--- src/rtl/gate_vector_sweeper.sv ---
`default_nettype none
// ============================================================================
//  Module      : gate_vector_sweeper
//  Description : Drives every N_IN-bit input combination of a NAND gate in
//                ascending order, holds each for DWELL cycles, samples the
//                gate output at the end of each dwell and counts mismatches.
//                Optional first-failure capture is built when the macro
//                SWEEP_FIRST_FAIL_EN is defined.
//  Revision    : 1.0 - initial release
// ============================================================================
module gate_vector_sweeper #(
    parameter int N_IN  = 3,
    parameter int DWELL = 10,
    parameter int ERR_W = 8
) (
    input  logic             clk,
    input  logic             rst,
    input  logic             start,
    input  logic             dut_q,
    output logic [N_IN-1:0]  vec_out,
    output logic             busy,
    output logic             done,
    output logic             pass,
    output logic             mismatch,
    output logic [ERR_W-1:0] err_cnt,
    output logic [N_IN-1:0]  first_fail,
    output logic             first_fail_vld
);

    // Dwell counter is at least one bit wide so DWELL=1 still synthesises.
    localparam int DW = (DWELL > 1) ? $clog2(DWELL) : 1;
    localparam logic [DW-1:0]    C_DWELL_LAST = DW'(DWELL - 1);
    localparam logic [ERR_W-1:0] C_ERR_MAX    = {ERR_W{1'b1}};

    typedef enum logic [1:0] {
        S_IDLE = 2'd0,
        S_RUN  = 2'd1,
        S_DONE = 2'd2
    } state_t;

    state_t           r_state;
    state_t           w_state_nxt;
    logic [N_IN-1:0]  r_vec;
    logic [DW-1:0]    r_dwell;
    logic [ERR_W-1:0] r_err;
    logic             r_mismatch;

    logic w_start_go;
    logic w_sample;
    logic w_last_vec;
    logic w_fail;

    // Decode sample edge, expected-NAND comparison and start qualification.
    always_comb begin
        w_start_go = 1'b0;
        w_sample   = 1'b0;
        w_last_vec = 1'b0;
        w_fail     = 1'b0;
        w_start_go = (r_state != S_RUN) && start;
        w_sample   = (r_state == S_RUN) && (r_dwell == C_DWELL_LAST);
        w_last_vec = &r_vec;
        // Gate output is only trusted at the end of the dwell window.
        w_fail     = w_sample && (dut_q != ~(&r_vec));
    end

    // State register.
    always_ff @(posedge clk) begin
        if (rst) begin
            r_state <= S_IDLE;
        end else begin
            r_state <= w_state_nxt;
        end
    end

    // Next-state logic: start is honoured only outside RUN.
    always_comb begin
        w_state_nxt = r_state;
        case (r_state)
            S_IDLE, S_DONE: begin
                if (start) begin
                    w_state_nxt = S_RUN;
                end
            end
            S_RUN: begin
                if (w_sample && w_last_vec) begin
                    w_state_nxt = S_DONE;
                end
            end
            default: w_state_nxt = S_IDLE;
        endcase
    end

    // Sweep datapath: vector/dwell stepping, mismatch pulse, saturating count.
    always_ff @(posedge clk) begin
        if (rst) begin
            r_vec      <= '0;
            r_dwell    <= '0;
            r_err      <= '0;
            r_mismatch <= 1'b0;
        end else begin
            r_mismatch <= w_fail;
            if (w_start_go) begin
                r_vec   <= '0;
                r_dwell <= '0;
                r_err   <= '0;
            end else if (r_state == S_RUN) begin
                if (w_fail && (r_err != C_ERR_MAX)) begin
                    r_err <= r_err + ERR_W'(1);
                end
                if (!w_sample) begin
                    r_dwell <= r_dwell + DW'(1);
                end else if (w_last_vec) begin
                    // Sweep ends on all-ones; park the vector at zero.
                    r_vec   <= '0;
                    r_dwell <= '0;
                end else begin
                    r_vec   <= r_vec + N_IN'(1);
                    r_dwell <= '0;
                end
            end
        end
    end

`ifdef SWEEP_FIRST_FAIL_EN
    logic [N_IN-1:0] r_first_fail;
    logic            r_first_fail_vld;

    // Latch the first failing vector of a sweep; later failures leave it alone.
    always_ff @(posedge clk) begin
        if (rst) begin
            r_first_fail     <= '0;
            r_first_fail_vld <= 1'b0;
        end else if (w_start_go) begin
            r_first_fail     <= '0;
            r_first_fail_vld <= 1'b0;
        end else if (w_fail && !r_first_fail_vld) begin
            r_first_fail     <= r_vec;
            r_first_fail_vld <= 1'b1;
        end
    end

    assign first_fail     = r_first_fail;
    assign first_fail_vld = r_first_fail_vld;
`else
    assign first_fail     = '0;
    assign first_fail_vld = 1'b0;
`endif

    assign vec_out  = r_vec;
    assign busy     = (r_state == S_RUN);
    assign done     = (r_state == S_DONE);
    assign pass     = (r_state == S_DONE) && (r_err == '0);
    assign mismatch = r_mismatch;
    assign err_cnt  = r_err;

endmodule
`default_nettype wire
--- config.mk ---
export PLATFORM = sky130hd
export DESIGN_NAME = gate_vector_sweeper
export DESIGN_NICKNAME = d
export VERILOG_FILES = /design/src/rtl/gate_vector_sweeper.sv
export SDC_FILE = /design/constraint.sdc
export NUM_CORES = 1
export LEC_CHECK = 0
export ABC_AREA = 1
export CAP_MARGIN = 10
export CORE_AREA = 8 8 56 58
export DETAILED_ROUTE_END_ITERATION = 6
export DIE_AREA = 0 0 64 66
export GPL_ROUTABILITY_DRIVEN = 0
export GPL_TIMING_DRIVEN = 0
export MAX_ROUTING_LAYER = met4
export PLACE_DENSITY_LB_ADDON = 0.25
export SYNTH_ARGS = -nofsm -noshare
export SYNTH_HDL_FRONTEND = slang
export SYNTH_SLANG_ARGS = --single-unit
export TNS_END_PERCENT = 1
--- constraint.sdc ---
create_clock -name clk -period 1.6 [get_ports clk]
set_input_delay 0.32 -clock clk [delete_from_list [all_inputs] [get_ports clk]]
set_output_delay 0.32 -clock clk [all_outputs]
set_load 0.02 [all_outputs]
==> impl.org <==
** Clocking
- Buffer levels on the longest clock path :: 2
- # hold bufs at CTS :: 0
- Number of CTS-inserted buffers :: 3
- Master cell of the clock root buffer :: clkbuf_4
- Clock-pin transition on the worst setup and hold timing paths :: 90 ps
- TritonCTS Sinks :: 18
- Total number of H-tree levels :: 1
- TritonCTS built the clock tree.
- Clock network latency to the later pin of the worst-skew pair :: 290 ps
- Number of buffers inserted by post-CTS setup repair :: 0

** Status
- Result of the run :: finished, final reports clean

** Synth
- The most used flip-flop cell after synthesis is dfxtp_1.
- Counting flops with an async set or reset pin after synthesis yields a share of 0%.
- Count of distinct cell types in the synthesized netlist :: 22
- In the synthesized netlist, the number of instances is 136.
- Most instantiated library cell after synthesis :: nand2_1
- The synthesized design devotes to its leading area cell type 35.7% of total area.
- After synthesis, the mean cell area works out to 7.42 um^2.
- Largest cells by area after synthesis :: dfxtp_1, nand2_1, ha_1
- Sequential share of the synthesized area :: 35.7%
- The commonest cells after synthesis are nand2_1, dfxtp_1, nor2_1, inv_1, a21oi_1.
- Yosys warns :: 0
- The synthesized design contains 0 enable-type register cells.
- Counting flops and latches in the post-synthesis netlist gives 18.
- Of all cell types, the one taking the most synthesized area is dfxtp_1.
- Post-Synthesis Cell Area :: 1010 um^2

** Setup path
- Largest delay share family, worst path :: simple AND/OR/NAND/NOR gates
- Type of origin of the critical path :: register
- The critical path contains buffers and inverters numbering 2 combined.
- Maximum fanout count along the critical path :: 2
- The worst setup path is captured at an output pin.
- At the worst endpoint, the arrival time is 1210 ps.
- At the worst endpoint, the required time is 1280 ps.
- The critical path goes through inv_1, nor2_2, nand4_1, nor2_1, buf_4.
- Slowest cell delay on critical path :: 330 ps
- The slowest stage of the critical path belongs to the cell dfxtp_1.
- The worst setup path is of the reg -> out kind.

** Place
- Count of buffers from port buffering :: 18
- Placed wire-length estimate :: 1650 um
- Worst-case setup slack after placement :: -81.6 ps

** Floorplanning
- The floorplan step set the die width to 64 um.
- The die covers 4220 um^2.
- The die is 66 um tall.
- Area of the core :: 2320 um^2
- 23 I/O pins were placed.
- # rows :: 18
- Once the floorplan was initialized, standard cells occupied 43.5% of the core.

** GRT
- The via count of the first global-routing pass is 862.
- In the global route stage, overall resource usage came out at 11.3%.
- Global routing finished with a remaining overflow of 0.
- Largest net degree at the start of global routing :: 10
- First-pass GRT wire length :: 3750 um
- Number of antenna violations at the first check in global routing :: 0

** Final layout
- The repair_antennas step left the layout with diodes totalling 0.
- Fraction of final layout cells sized beyond drive strength 1 :: 15.6%
- Final core utilization :: 54.7%
- From synthesis to final layout, the design area changed by 25.9%.
- Net count reported at finish :: 172

** Timing
- The final critical path takes up 95.7% of the cycle.
- On the final layout, the worst clock skew is 6.15 ps.
- The final-report max-slew violation count came to 0.
- Maximum operating frequency :: 653 MHz
- Setup repair after global routing missed its margin :: true
- Once routing completed, OpenROAD measured the worst setup slack at 69.2 ps.
- The final number of hold-violating endpoints was 0.
- Setup violations remaining at the end of the flow were counted as 0.
- The smallest clock period supported by the final layout is computed as 1530 ps.

** Power
- Pint :: 0.000574 W
- Registers are responsible for 60.6% of the overall power.
- Dividing total power by cell area gives a power density of 598 nW/um^2.
- P_leak :: 0.606 nW
- In this run switching power makes up 24.5% of total power.
- Comb pwr share :: 10.9%
- Total power for the finished layout comes to 0.000760 W.
- Across the VDD grid, the largest voltage drop is 338 uV.
- Switching power summed over all nets :: 0.000186 W
- Share of total power in the clock network :: 28.5%

** Route
- Remaining antenna violation count :: 0
- DRC errors left :: 0
- Dividing the detail-routed via count by the number of cells gives 4.63.
- Wires add up to 2160 um.
- Number of violations reported at the end of detailed-routing iteration 0 :: 23
- For this block, the via count after detailed routing is 880.
- Average detailed-routed wire length per instance :: 11.4 um
- The first detailed-routing pass took 4 iterations.

** Job
- Across the run, the number of max-cap violations was 0.

** Hold path
- The tightest min-delay check is of the reg -> reg type.
==> power by group through the flow <==
stage / clock (W) / combinational [W] / sequential, W
after detailed placement: 0 / 0.0000796 / 0.000470
after floorplan: 0 / 0.0000561 / 0.000469
final: 0.000216 / 0.0000831 / 0.000460
after global placement: 0 / 0.0000783 / 0.000470
after global routing: 0.000247 / 0.0000920 / 0.000461
after CTS: 0.000231 / 0.0000798 / 0.000460
==> worst min-delay path: cells and delay by family, from the launching register on <==
family / cells / cell delay, ps
and+or+nand+nor: 1 / 60
DFF: 1 / 320
AOI/OAI and AO/OA: 1 / 60
==> state kept, by name, summed over array words and instances, names as in the netlist <==
| register | count |
|---|---|
| mismatch | 1 |
| err_cnt | 8 |
| r_dwell | 4 |
| r_state | 2 |
| vec_out | 3 |
==> layout make-up <==
cell class | count | area (um^2)
fillers | 244 | 1050
multi-input cells | 101 | 591
flip-flops and latches | 18 | 365
repair buffers | 18 | 164
inverters | 16 | 60.1
well taps | 30 | 37.5
plain buffers | 4 | 30.0
clock buffers | 3 | 22.5
==> what timing repair did <==
action	CTS	global route
endpoints found under the setup margin	14	10
resized for setup	18	11
pin swaps	0	2
==> cell families (layout without fill, tap and decap cells) <==
| group | count (synthesis) | count (layout) | synth area share, % |
|---|---|---|---|
| fa+ha+maj | 6 | 6 | 7.44 |
| flops | 18 | 18 | 35.7 |
| simple gates | 67 | 67 | 31.4 |
| compound gates | 17 | 17 | 9.31 |
| xor+xnor | 7 | 7 | 6.82 |
| buf+inv | 20 | 41 | 8.93 |
| other cells | 1 | 4 | 0.372 |
==> stage by stage <==
stage	hold WS (ps)	cell area (um^2)	setup TNS [ps]	std cells
after global routing	496	1270	-33.5	190
after floorplan	389	1020	0	139
after global placement	452	1240	-117	187
after detailed placement	462	1240	-120	187
final	476	1270	0	190
after CTS	476	1250	-134	190
==> layout by cell type (no fill, tap or decap), types with 5 or more instances in the layout <==
master	n
a21oi_1	11
buf_4	5
dfxtp_1	16
dlygate4sd2_1	12
ha_1	5
inv_1	12
nand2_1	36
nand3_1	7
nor2_1	15
xor2_1	5
==> worst paths after layout <==
path / from / end / slack, ps / depth (start not counted)
hold reg to reg: r_state[1] / r_state[1] / 480 / 2
setup / recovery: r_state[1] / pass / 70 / 5
setup reg to reg: vec_out[0] / err_cnt[4] / 160 / 6
hold / removal: r_state[1] / r_state[1] / 480 / 2
==> per-layer routing <==
layer	GRT usage [%]	part of all wire (%)	up-vias
met4	5.01	1.3	0
met5	-	0	-
met1	12.2	47	392
met2	19.1	47	17
met3	2.88	4.5	4
li1	-	-	467
(Power assumes the default switching activity.)
